## src/rtl/frame_op_sequencer.sv

```systemverilog
// Frame-level command sequencer: latches one op per frame, then walks vblank, hblank and active pixels.
// Optional FRAME_LOOP_EN: when defined, DONE restarts the frame directly with the same op (only abort/Reset stop it).
module frame_op_sequencer #(
    parameter int IM_WIDTH    = 768,
    parameter int IM_HEIGHT   = 512,
    parameter int PIX_PER_CYC = 3,
    parameter int VSYNC_DELAY = 100,
    parameter int HSYNC_DELAY = 160,
    parameter int ADDR_W      = 19
) (
    input  logic              clk,
    input  logic              Reset,
    input  logic              cmd_valid,
    output logic              cmd_ready,
    input  logic [1:0]        cmd_op,
    input  logic              cmd_sign,
    input  logic [7:0]        cmd_value,
    input  logic              abort,
    input  logic              pix_stall,
    output logic              Vsync,
    output logic              Hsync,
    output logic              pix_valid,
    output logic [9:0]        row,
    output logic [10:0]       col,
    output logic [ADDR_W-1:0] pix_addr,
    output logic [1:0]        op_sel,
    output logic              op_sign,
    output logic [7:0]        op_value,
    output logic              busy,
    output logic              frame_done,
    output logic [7:0]        frame_cnt
);

    typedef enum logic [2:0] {
        S_IDLE,
        S_VSYNC,
        S_HSYNC,
        S_DATA,
        S_DONE
    } state_t;

    localparam int CNT_MAX = (VSYNC_DELAY > HSYNC_DELAY) ? VSYNC_DELAY : HSYNC_DELAY;
    localparam int CNT_W   = (CNT_MAX > 1) ? $clog2(CNT_MAX) : 1;

    localparam logic [CNT_W-1:0] VS_LAST  = CNT_W'(VSYNC_DELAY - 1);
    localparam logic [CNT_W-1:0] HS_LAST  = CNT_W'(HSYNC_DELAY - 1);
    localparam logic [10:0]      COL_LAST = 11'(IM_WIDTH - PIX_PER_CYC);
    localparam logic [9:0]       ROW_LAST = 10'(IM_HEIGHT - 1);

    state_t            state_reg, state_next;
    logic [CNT_W-1:0]  cnt_reg;
    logic [9:0]        row_reg;
    logic [10:0]       col_reg;
    logic [ADDR_W-1:0] addr_reg;
    logic [1:0]        op_sel_reg;
    logic              op_sign_reg;
    logic [7:0]        op_value_reg;
    logic [7:0]        frame_cnt_reg;

    logic accept;
    logic advance;
    logic line_end;

    assign accept   = cmd_valid & cmd_ready;
    assign advance  = (state_reg == S_DATA) & ~pix_stall;
    assign line_end = advance & (col_reg == COL_LAST);

    always_comb begin
        state_next = state_reg;
        case (state_reg)
            S_IDLE:  if (accept) state_next = S_VSYNC;
            S_VSYNC: begin
                if (abort)                 state_next = S_IDLE;
                else if (cnt_reg == VS_LAST) state_next = S_HSYNC;
            end
            S_HSYNC: begin
                if (abort)                 state_next = S_IDLE;
                else if (cnt_reg == HS_LAST) state_next = S_DATA;
            end
            S_DATA: begin
                if (abort)         state_next = S_IDLE;
                else if (line_end) state_next = (row_reg == ROW_LAST) ? S_DONE : S_HSYNC;
            end
            S_DONE: begin
                // An abort landing on the DONE cycle never cancels the completed frame.
`ifdef FRAME_LOOP_EN
                state_next = abort ? S_IDLE : S_VSYNC;
`else
                state_next = S_IDLE;
`endif
            end
            default: state_next = S_IDLE;
        endcase
    end

    always_ff @(posedge clk or negedge Reset) begin
        if (!Reset) state_reg <= S_IDLE;
        else        state_reg <= state_next;
    end

    always_ff @(posedge clk or negedge Reset) begin
        if (!Reset) begin
            cnt_reg       <= '0;
            row_reg       <= '0;
            col_reg       <= '0;
            addr_reg      <= '0;
            op_sel_reg    <= '0;
            op_sign_reg   <= 1'b0;
            op_value_reg  <= '0;
            frame_cnt_reg <= '0;
        end else begin
            if (accept) begin
                op_sel_reg   <= cmd_op;
                op_sign_reg  <= cmd_sign;
                op_value_reg <= cmd_value;
            end

            // Blanking counter runs only while a blanking state persists; any transition clears it.
            if (((state_reg == S_VSYNC) || (state_reg == S_HSYNC)) && (state_next == state_reg))
                cnt_reg <= cnt_reg + 1'b1;
            else
                cnt_reg <= '0;

            if ((state_reg == S_DONE) || (abort && (state_reg != S_IDLE))) begin
                row_reg  <= '0;
                col_reg  <= '0;
                addr_reg <= '0;
            end else if (advance) begin
                addr_reg <= addr_reg + ADDR_W'(PIX_PER_CYC);
                if (line_end) begin
                    col_reg <= '0;
                    row_reg <= row_reg + 10'd1;
                end else begin
                    col_reg <= col_reg + 11'(PIX_PER_CYC);
                end
            end

            if (state_reg == S_DONE)
                frame_cnt_reg <= frame_cnt_reg + 8'd1;
        end
    end

    assign cmd_ready  = (state_reg == S_IDLE) & ~abort;
    assign busy       = (state_reg != S_IDLE);
    assign Vsync      = (state_reg == S_VSYNC);
    assign Hsync      = (state_reg == S_DATA);
    assign pix_valid  = advance;
    assign frame_done = (state_reg == S_DONE);
    assign row        = row_reg;
    assign col        = col_reg;
    assign pix_addr   = addr_reg;
    assign op_sel     = op_sel_reg;
    assign op_sign    = op_sign_reg;
    assign op_value   = op_value_reg;
    assign frame_cnt  = frame_cnt_reg;

endmodule

```

## config.mk

```make
export PLATFORM = sky130hd
export DESIGN_NAME = frame_op_sequencer
export DESIGN_NICKNAME = d
export VERILOG_FILES = /design/src/rtl/frame_op_sequencer.sv
export SDC_FILE = /design/constraint.sdc
export NUM_CORES = 1
export LEC_CHECK = 0
export BUFFER_PORTS_ARGS = -buffer_cell sky130_fd_sc_hd__buf_4
export CAP_MARGIN = 20
export CORE_UTILIZATION = 48
export CTS_CLUSTER_DIAMETER = 40
export CTS_CLUSTER_SIZE = 16
export DETAILED_ROUTE_END_ITERATION = 12
export PLACE_DENSITY = 0.69
export SLEW_MARGIN = 10
export SYNTH_ARGS = -nofsm -noshare
export SYNTH_HDL_FRONTEND = slang
export SYNTH_SLANG_ARGS = --single-unit
```

## constraint.sdc

```tcl
create_clock -name clk -period 3.02 [get_ports clk]
set_input_delay 0.604 -clock clk [delete_from_list [all_inputs] [get_ports clk]]
set_output_delay 0.604 -clock clk [all_outputs]
set_load 0.02 [all_outputs]
```

==> run_results.csv, run 1 <==
group,metric,value,unit
grt,grt_pass1_wl,13000,µm
routing,vias,2899,
sta,rsz0062_at_grt,"no",
grt,grt_pass1_vias,2743,
routing,drc,0,
sta,fin_crit,2470,ps
final_layout,drive_above_1_share,24.1,%
synthesis,synthFlopType,"dfrtp_1",
synthesis,syn_inst,348,
place,gp_congestion,0.785,
grt,grt-ovfl-total,0,
routing,ant_nets,0,
clocking,ctsHoldBuffers,0,
synthesis,synth_edf_count,0,
final_layout,largest_reg_flops,19,
synthesis,syn_avg_cell_area,10.1,µm²
routing,drt_pass1_iterations,4,
grt,antenna_found_initial,0,
floorplanning,row_count,30,
sta,slew_violations,0,
sta,setup_violations,0,
synthesis,synthDominantCellAreaShare,49.9,%
sta,hold_violations,0,
floorplanning,io_pins,81,
synthesis,yosysSeqAreaShare,49.9,%
worst_setup_path,end_kind,"primary output",
final_layout,nFillCells,607,
final_layout,syn_to_final_growth,23.8,%
final_layout,final_cell_mix,"buf_4 (84), dfrtp_1 (70), nor2_1 (31)",
synthesis,synth_fp_nets,370,
floorplanning,die_width,87.5,µm
clocking,cts_setup_buffers,0,
sta,finalCritPeriodShare,81.9,%
synthesis,synth_area_leader_cell,"dfrtp_1",
synthesis,yosysWarnings,0,
run,maxCapViolations,0,
place,port-buffer-count,80,
clocking,cts_inserted_buffers,9,
power,power.leakage,1.98,nW
floorplanning,initial_core_util,50.8,%
worst_setup_path,worstSetupPathType,"flip-flop to primary output",
worst_setup_path,crit_arrival,1870,ps
final_layout,seq_area,1750,µm²
clocking,htree_levels,3,
clocking,cts-root-buf,"clkbuf_8",
sta,worstMarginPinSlew,884,ps
power,max-vdd-ir-drop,0.453,mV
routing,vias_per_cell,5.49,
final_layout,diodes,0,
grt,grtUsageTotal,22.0,%
sta,holdWs,394,ps
routing,routedWlPerCell,14.6,µm
clocking,clk_pin_slew_worst_paths,70,ps
worst_setup_path,crit_fanout,14,
sta,max-slew-margin-rel,41.1,%
floorplanning,die_h,87.5,µm
synthesis,ys_ff_latch,70,
synthesis,synth_area,3510,µm²
routing,drt_iter0_markers,164,
final_layout,multi_input_area,1610,µm²
clocking,clock_latency,340,ps
worst_setup_path,cp.required,2420,ps
worst_setup_path,cp-start-kind,"flip-flop",
clocking,cts_tree,"done",
clocking,cts.sinks,70,
worst_hold_path,hp-class,"input port to async pin",
synthesis,async_flop_share,100,%
sta,finClkSkew,6.68,ps
synthesis,ys_types,50,
synthesis,synth_area_leaders,"dfrtp_1 (50%), a21oi_1 (3.7%), mux2_1 (3.5%), nor2_1 (3.3%), nand2_1 (3.2%)",
power,p_per_area,425,nW/µm²
sta,fin_setup_tns,0,ps
final_layout,fin_nets,451,
place,dp_hpwl,5360,µm
routing,routed_wl,7690,µm
clocking,clockBufferDepth,2,
grt,grt_max_degree,71,
sta,fmaxAchievable,404,MHz
clocking,ctsResizeCount,0,
final_layout,final_common_cell,"buf_4",
outcome,status,"finished, final reports clean",
floorplanning,die-area,7650,µm²
floorplanning,core,6910,µm²
## area by class of cell
class | count | area share [%]
clock buffers | 13 | 3.89
inverters | 14 | 1.21
well taps | 96 | 2.77
multi-input cells | 250 | 37.1
repair buffers | 84 | 14.5
clock inverters | 1 | 0.115
flip-flops and latches | 70 | 40.4
## power by group
| part | internal, mW | switching, mW |
|---|---|---|
| clock network | 0.356 | 0.324 |
| registers | 0.968 | 0.0185 |
| logic | 0.0757 | 0.103 |
| total | 1.40 | 0.446 |
## path summary, 6_finish.rpt
| check | startpoint | end | slack (ps) | cells after the start |
|---|---|---|---|---|
| worst max-delay path | state_reg[1]$_DFF_PN0_ | frame_done | 550 | 3 |
| worst min-delay path | Reset | col[5]$_DFFE_PN0P_ | 390 | 1 |
| worst max register to register | state_reg[1]$_DFF_PN0_ | pix_addr[15]$_DFFE_PN0P_ | 670 | 5 |
| worst min register to register | cnt_reg[0]$_DFF_PN0_ | cnt_reg[0]$_DFF_PN0_ | 480 | 1 |
| max in group asynchronous | Reset | row[2]$_DFFE_PN0P_ | 2070 | 1 |
| min in group clk | cmd_value[7] | op_value[7]$_DFFE_PN0P_ | 470 | 2 |
## critical path: stages (launching register included)
cell and delay [ps]:
dfrtp_1 510, or3b_1 570, inv_2 260, buf_4 190
## cell families after synthesis
kind of cell               share of synthesized area [%]
adders and majority gates                           2.14
DFF                                                 49.9
buffers and inverters                               4.10
AOI/OAI and AO/OA                                   13.1
and+or+nand+nor                                     21.8
xor gates and xnor gates                            4.50
muxes                                               4.39
## per-layer routing
metal	part of all wire, %	GRT usage (%)	vias to the layer above	wire (µm)
met3	5.1	6.73	9	391
met4	1.1	6.11	0	84
met2	47	35.9	70	3630
li1	-	-	1433	-
met1	47	28.3	1387	3590
met5	0	0	-	0
## cells in the mapped netlist, types with 2 or more instances
| library cell | number |
|---|---|
| o31a_1 | 2 |
| buf_6 | 4 |
| o31ai_1 | 9 |
| nor4_1 | 5 |
| xor2_1 | 9 |
| nand3_1 | 17 |
| nand4_1 | 8 |
| nand2_1 | 30 |
| and2_1 | 2 |
| o32ai_2 | 2 |
| buf_2 | 4 |
| o21ai_0 | 3 |
| and4_1 | 4 |
| or4_1 | 12 |
| dfrtp_1 | 70 |
| o21ai_1 | 12 |
| ha_1 | 6 |
| mux2_1 | 11 |
| a21oi_1 | 26 |
| mux2i_1 | 3 |
| xnor2_1 | 9 |
| nor2_1 | 31 |
| and3_1 | 4 |
| inv_1 | 12 |
| o21a_1 | 5 |
| nor3_1 | 3 |
| clkbuf_1 | 5 |
| inv_2 | 2 |
| o41ai_1 | 2 |
| or3_1 | 16 |
## stage by stage
stage | util (%) | setup WS [ps] | total power, mW | area (µm²) | instances
floorplan | - | 835 | 1.09 | 3510 | 348
global placement | 60.3 | 676 | 1.18 | 4170 | 514
detailed placement | 60.3 | 582 | 1.19 | 4170 | 514
CTS | 62.8 | 537 | 1.87 | 4340 | 528
global route | 62.8 | 437 | 1.93 | 4340 | 528
finish | 62.8 | 547 | 1.85 | 4340 | 528
(Power assumes the default switching activity.)
==> run 2, diff against run 1 <==
--- a/config.mk
+++ b/config.mk
@@ -5,6 +5,7 @@
 export SDC_FILE = /design/constraint.sdc
 export NUM_CORES = 1
 export LEC_CHECK = 0
+export ABC_AREA = 1
 export BUFFER_PORTS_ARGS = -buffer_cell sky130_fd_sc_hd__buf_4
 export CAP_MARGIN = 20
 export CORE_UTILIZATION = 48
==> constraint.sdc (replaced) <==
create_clock -name clk -period 2.3 [get_ports clk]
set_input_delay 0.46 -clock clk [delete_from_list [all_inputs] [get_ports clk]]
set_output_delay 0.46 -clock clk [all_outputs]
set_load 0.02 [all_outputs]
==> run 2 against run 1 <==
Effect of this change:
- clock-buffer cell count fell by 4
- clock skew rose by 1.1 ps
- largest power group unchanged
- area after synthesis rose by 2.4%
- synthesized cell count rose by 22%
- sequential power rose by 39%
- power rose by 66%
- worst hold slack got worse by 320 ps
==> run_results.csv, run 2 <==
group,metric,value,unit
clocking,clock_latency,350,ps
synthesis,synth_fa_ha_area_share,2.09,%
floorplanning,initial_core_util,49.5,%
clocking,cts.sinks,70,
synthesis,synth_fp_nets,447,
final_layout,final_cell_mix,"buf_4 (82), dfrtp_1 (70), nand2_1 (67)",
clocking,cts_inserted_buffers,9,
routing,drc,0,
routing,ant_nets,0,
floorplanning,die_width,88.5,µm
worst_setup_path,cp-start-kind,"flip-flop",
place,gp_congestion,0.855,
floorplanning,die-area,7830,µm²
sta,slew_violations,0,
synthesis,ys_ff_latch,70,
sta,rsz0062_at_grt,"no",
final_layout,fin_nets,535,
sta,fin_setup_tns,0,ps
sta,fmaxAchievable,500,MHz
sta,finClkSkew,7.79,ps
clocking,clk_pin_slew_worst_paths,80,ps
grt,grtUsageTotal,22.2,%
worst_setup_path,worstSetupPathType,"flip-flop to flip-flop",
synthesis,syn_inst,425,
power,p_per_area,672,nW/µm²
clocking,cts_tree,"done",
final_layout,finalCoreUtilization,62.9,%
final_layout,nFillCells,626,
run,maxCapViolations,0,
final_layout,seq_area,1750,µm²
floorplanning,die_h,88.5,µm
power,power.leakage,2.13,nW
synthesis,synthXorXnorAreaFrac,3.17,%
routing,vias,3164,
worst_setup_path,crit_fanout,19,
place,dp_hpwl,6010,µm
final_layout,largest_reg_flops,19,
synthesis,synth_compound_area_share,8.09,%
outcome,status,"finished, final reports clean",
clocking,cts-root-buf,"clkbuf_8",
routing,vias_per_cell,5.13,
floorplanning,core,7250,µm²
synthesis,synth_most_common_cell,"dfrtp_1",
synthesis,synthDominantCellAreaShare,48.8,%
sta,max-slew-margin-rel,61.5,%
synthesis,synth_top_family_by_area,"simple AND/OR/NAND/NOR gates",
grt,grt_pass1_wl,13300,µm
sta,setup_violations,0,
floorplanning,row_count,31,
sta,fin_crit,2000,ps
clocking,htree_levels,3,
synthesis,synth_area_leader_cell,"dfrtp_1",
power,max-vdd-ir-drop,0.345,mV
worst_setup_path,end_kind,"flip-flop",
synthesis,yosysSeqAreaShare,48.8,%
worst_setup_path,crit_arrival,2270,ps
synthesis,netlist_top_cells_count,"dfrtp_1 (70), nand2_1 (67), inv_1 (58)",
grt,grt_pass1_vias,2872,
final_layout,syn_to_final_growth,27.2,%
synthesis,synth_mux_area_share,3.45,%
sta,hold_violations,0,
synthesis,synthFlopType,"dfrtp_1",
synthesis,ys_types,33,
clocking,clockBufferDepth,2,
sta,finalCritPeriodShare,87.0,%
clocking,cts_setup_buffers,0,
clocking,ctsResizeCount,0,
floorplanning,io_pins,81,
clocking,ctsHoldBuffers,0,
worst_setup_path,cp.required,2570,ps
sta,worstMarginPinSlew,572,ps
synthesis,synth_area,3590,µm²
synthesis,synth_simple_gate_area_share,27.2,%
grt,grt-ovfl-total,0,
synthesis,syn_avg_cell_area,8.45,µm²
grt,antenna_found_initial,0,
synthesis,yosysWarnings,0,
place,port-buffer-count,80,
routing,routed_wl,8090,µm
routing,routedWlPerCell,13.1,µm
final_layout,multi_input_area,1580,µm²
power,finalPower,3.07,mW
final_layout,diodes,0,
final_layout,final_common_cell,"buf_4",
synthesis,synth_edf_count,0,
worst_hold_path,hp-class,"input port to async pin",
grt,grt_max_degree,38,
final_layout,drive_above_1_share,23.6,%
synthesis,async_flop_share,100,%
routing,drt_iter0_markers,144,
routing,drt_pass1_iterations,4,
synthesis,synth_area_leaders,"dfrtp_1 (49%), nand2_1 (7.0%), inv_1 (6.1%), nor2_1 (5.9%), nor3_1 (3.8%)",
[run 2: changes by cell type after synthesis, moves of 12 or more]
cell	previous run	this run
nor3_1	3	27
or4_1	12	0
or3_1	16	0
o21ai_0	3	20
inv_1	12	58
nor2_1	31	56
nand2_1	30	67
[run 2: area by class of cell]
cell class                      instances  area share [%]
Timing Repair Buffer                   83            13.9
Tap cell                               99            2.71
Clock inverter                          7            2.66
Sequential cell                        70            38.4
Inverter                               61            5.02
Multi-Input combinational cell        288            34.6
Clock buffer                            9            2.71
[run 2: final timing paths]
kind                                             to  slack, ps                   start  cells past startpoint
setup / recovery                 col[4]$_DFFE_PN0P_        300  state_reg[0]$_DFF_PN0_                      8
hold / removal             pix_addr[10]$_DFFE_PN0P_         70                   Reset                      1
setup reg to reg                 col[4]$_DFFE_PN0P_        300  state_reg[0]$_DFF_PN0_                      8
hold reg to reg                cnt_reg[0]$_DFF_PN0_        470    cnt_reg[0]$_DFF_PN0_                      1
max in group asynchronous    state_reg[1]$_DFF_PN0_       1680                   Reset                      2
min in group clk             state_reg[2]$_DFF_PN0_        330                   abort                      2
[run 2: routing by layer]
metal  global-route usage [%]  vias to the layer above  share of wire [%]
li1                         -                     1580                  -
met2                     35.0                       97                 47
met3                     3.82                        8                4.9
met4                     8.36                        0               0.95
met5                        0                        -                  0
met1                     30.8                     1479                 48
[run 2: metrics by stage]
stage / instances / setup WS (ps) / hold slack (ps) / area (µm²)
global route: 617 / 123 / 105 / 4570
global placement: 601 / 354 / 447 / 4320
detailed placement: 601 / 326 / 455 / 4320
finish: 617 / 300 / 71.0 / 4570
floorplan: 425 / 410 / 164 / 3590
CTS: 617 / 306 / 88.8 / 4570
[run 2: cells by family after synthesis]
group                      after synthesis
AOI/OAI and AO/OA                       52
muxes                                   11
adders and majority gates                6
xor gates and xnor gates                13
and+or+nand+nor                        206
DFF                                     70
buffers and inverters                   67
[run 2: power by group]
| part | internal (mW) | leakage (nW) | switching (mW) |
|---|---|---|---|
| sequential | 1.31 | 0.949 | 0.0644 |
| clock | 0.726 | 0.124 | 0.491 |
| combinational | 0.197 | 1.06 | 0.281 |
| total | 2.23 | 2.13 | 0.837 |
[run 2: critical path: stages, from the launching register on]
cell and delay [ps]:
dfrtp_1 450, nor2_1 230, nand2_1 120, o21ai_1 140, buf_4 270, nand2_1 300, a21oi_1 210, nor2_1 60
a21oi_1 130
==> run 3, diff against run 2 <==
--- a/config.mk
+++ b/config.mk
@@ -6,7 +6,7 @@
 export NUM_CORES = 1
 export LEC_CHECK = 0
 export ABC_AREA = 1
-export BUFFER_PORTS_ARGS = -buffer_cell sky130_fd_sc_hd__buf_4
+export BUFFER_PORTS_ARGS = -buffer_cell sky130_fd_sc_hd__buf_2
 export CAP_MARGIN = 20
 export CORE_UTILIZATION = 48
 export CTS_CLUSTER_DIAMETER = 40
==> run 3 against run 2 <==
Effect of this change:
- maximum frequency rose by 1.6%
- global-route usage shrank 0.17 points
- largest cell class unchanged
- via count is 0.47% lower
- sequential power barely moved
- combinational power is 11% lower
- largest power group unchanged
- critical endpoint is now row[7]$_DFFE_PN0P_
- clock skew up 5.5 ps
- die area did not move
- setup slack improved by 31 ps
==> run_results.csv, run 3 (synthesis gave the netlist of run 2 again) <==
group,metric,value,unit
grt,antenna_found_initial,0,
grt,grtUsageTotal,22.0,%
sta,rsz0062_at_grt,"no",
worst_setup_path,critical_path.slowest_cell,"dfrtp_1",
floorplanning,die_h,88.5,µm
sta,finClkSkew,13.3,ps
floorplanning,io_pins,81,
sta,hold_violations,0,
sta,worstMarginPinSlew,609,ps
sta,setup_violations,0,
worst_setup_path,end_kind,"flip-flop",
routing,drt_pass1_iterations,4,
power,power.leakage,2.09,nW
worst_setup_path,crit_arrival,2210,ps
worst_setup_path,worstPathBufferInverterCount,1,
floorplanning,die_width,88.5,µm
place,dp_hpwl,5940,µm
worst_setup_path,worstSetupPathType,"flip-flop to flip-flop",
worst_setup_path,reg2reg_depth,9,
clocking,cts_setup_buffers,0,
routing,vias,3149,
outcome,status,"finished, final reports clean",
power,p_per_area,651,nW/µm²
clocking,clk_pin_slew_worst_paths,80,ps
final_layout,diodes,0,
worst_setup_path,crit_fanout,6,
sta,finalCritPeriodShare,85.6,%
place,gp_congestion,0.850,
clocking,cts_tree,"done",
routing,vias_per_cell,5.10,
sta,slew_violations,0,
final_layout,drive_above_1_share,23.6,%
routing,routedWlPerCell,13.0,µm
worst_setup_path,path_depth,9,
clocking,cts.sinks,70,
power,max-vdd-ir-drop,0.262,mV
clocking,cts_inserted_buffers,9,
grt,grt_pass1_vias,3013,
worst_setup_path,cp.required,2540,ps
final_layout,final_common_cell,"buf_2",
worst_hold_path,hp-class,"input port to async pin",
worst_setup_path,cp-start-kind,"flip-flop",
worst_setup_path,crit_chain,"nand2_1 -> nor2_4 -> inv_1 -> nor2_1 -> nand2_1 -> nor4_1 -> nand2_1 -> nand2_1 -> nor2_1",
routing,ant_nets,0,
worst_setup_path,cp_top_family,"simple AND/OR/NAND/NOR gates",
clocking,clockBufferDepth,2,
sta,fin_setup_tns,0,ps
final_layout,finalCoreUtilization,59.7,%
sta,fin_crit,1970,ps
clocking,htree_levels,3,
routing,drc,0,
floorplanning,initial_core_util,49.5,%
routing,drt_iter0_markers,182,
grt,grt_max_degree,71,
power,finalPower,2.82,mW
floorplanning,row_count,31,
clocking,cts-root-buf,"clkbuf_8",
clocking,clock_latency,340,ps
clocking,ctsResizeCount,0,
grt,grt_pass1_wl,13300,µm
floorplanning,die-area,7830,µm²
grt,grt-ovfl-total,0,
final_layout,syn_to_final_growth,20.5,%
worst_setup_path,cpMostUsedCell,"nand2_1",
clocking,ctsHoldBuffers,0,
sta,fmaxAchievable,508,MHz
final_layout,largest_reg_flops,19,
routing,routed_wl,8030,µm
final_layout,final_cell_mix,"buf_2 (80), dfrtp_1 (70), nand2_1 (67)",
final_layout,fin_nets,535,
worst_setup_path,cp_slowest_stage_delay,420,ps
run,maxCapViolations,0,
place,port-buffer-count,80,
sta,max-slew-margin-rel,59.0,%
floorplanning,core,7250,µm²
run 3: changes by cell type in the layout (fill, tap and decap cells not counted), sizes merged:
cell,before,now
bufinv,3,1
clkbuf,9,10
clkinv,3,2
clkinvlp,0,1
inv,62,63
run 3: layer usage:
metal	vias up	global-route usage, %	routed length, µm
met1	1475	28.6	3740
met4	0	8.36	149
met5	-	0	0
met2	88	35.9	3790
met3	13	5.13	355
li1	1573	-	-
run 3: final timing paths:
| path | startpoint | slack [ps] | end |
|---|---|---|---|
| worst max-delay path | col[4]$_DFFE_PN0P_ | 330 | row[7]$_DFFE_PN0P_ |
| worst min-delay path | Reset | 110 | pix_addr[16]$_DFFE_PN0P_ |
| worst max register to register | col[4]$_DFFE_PN0P_ | 330 | row[7]$_DFFE_PN0P_ |
| worst min register to register | frame_cnt[7]$_DFFE_PN0P_ | 470 | frame_cnt[7]$_DFFE_PN0P_ |
| max in group asynchronous | Reset | 1850 | col[8]$_DFFE_PN0P_ |
| min in group clk | cmd_op[0] | 350 | op_sel[0]$_DFFE_PN0P_ |
run 3: final cells by class:
type                       instances  area [µm²]
sequential                        70        1750
timing repair buffer              83         435
clock inverter                     6        68.8
inverter                          61         229
tap                               99         124
multi-input combinational        288        1580
fill                             681        2930
clock buffer                      10         138
run 3: report_power, final:
part,total [mW],internal [mW],switching [mW]
Combinational,0.427,0.148,0.279
Clock,1.02,0.538,0.485
Sequential,1.37,1.31,0.0607
run 3: stage by stage:
| stage | area [µm²] | cells | hold slack, ps | setup slack, ps |
|---|---|---|---|---|
| final | 4330 | 617 | 107 | 331 |
| after global placement | 4120 | 601 | 446 | 392 |
| after CTS | 4330 | 617 | 138 | 319 |
| after detailed placement | 4120 | 601 | 456 | 337 |
| after floorplan | 3590 | 425 | 164 | 410 |
| after global routing | 4330 | 617 | 151 | 115 |
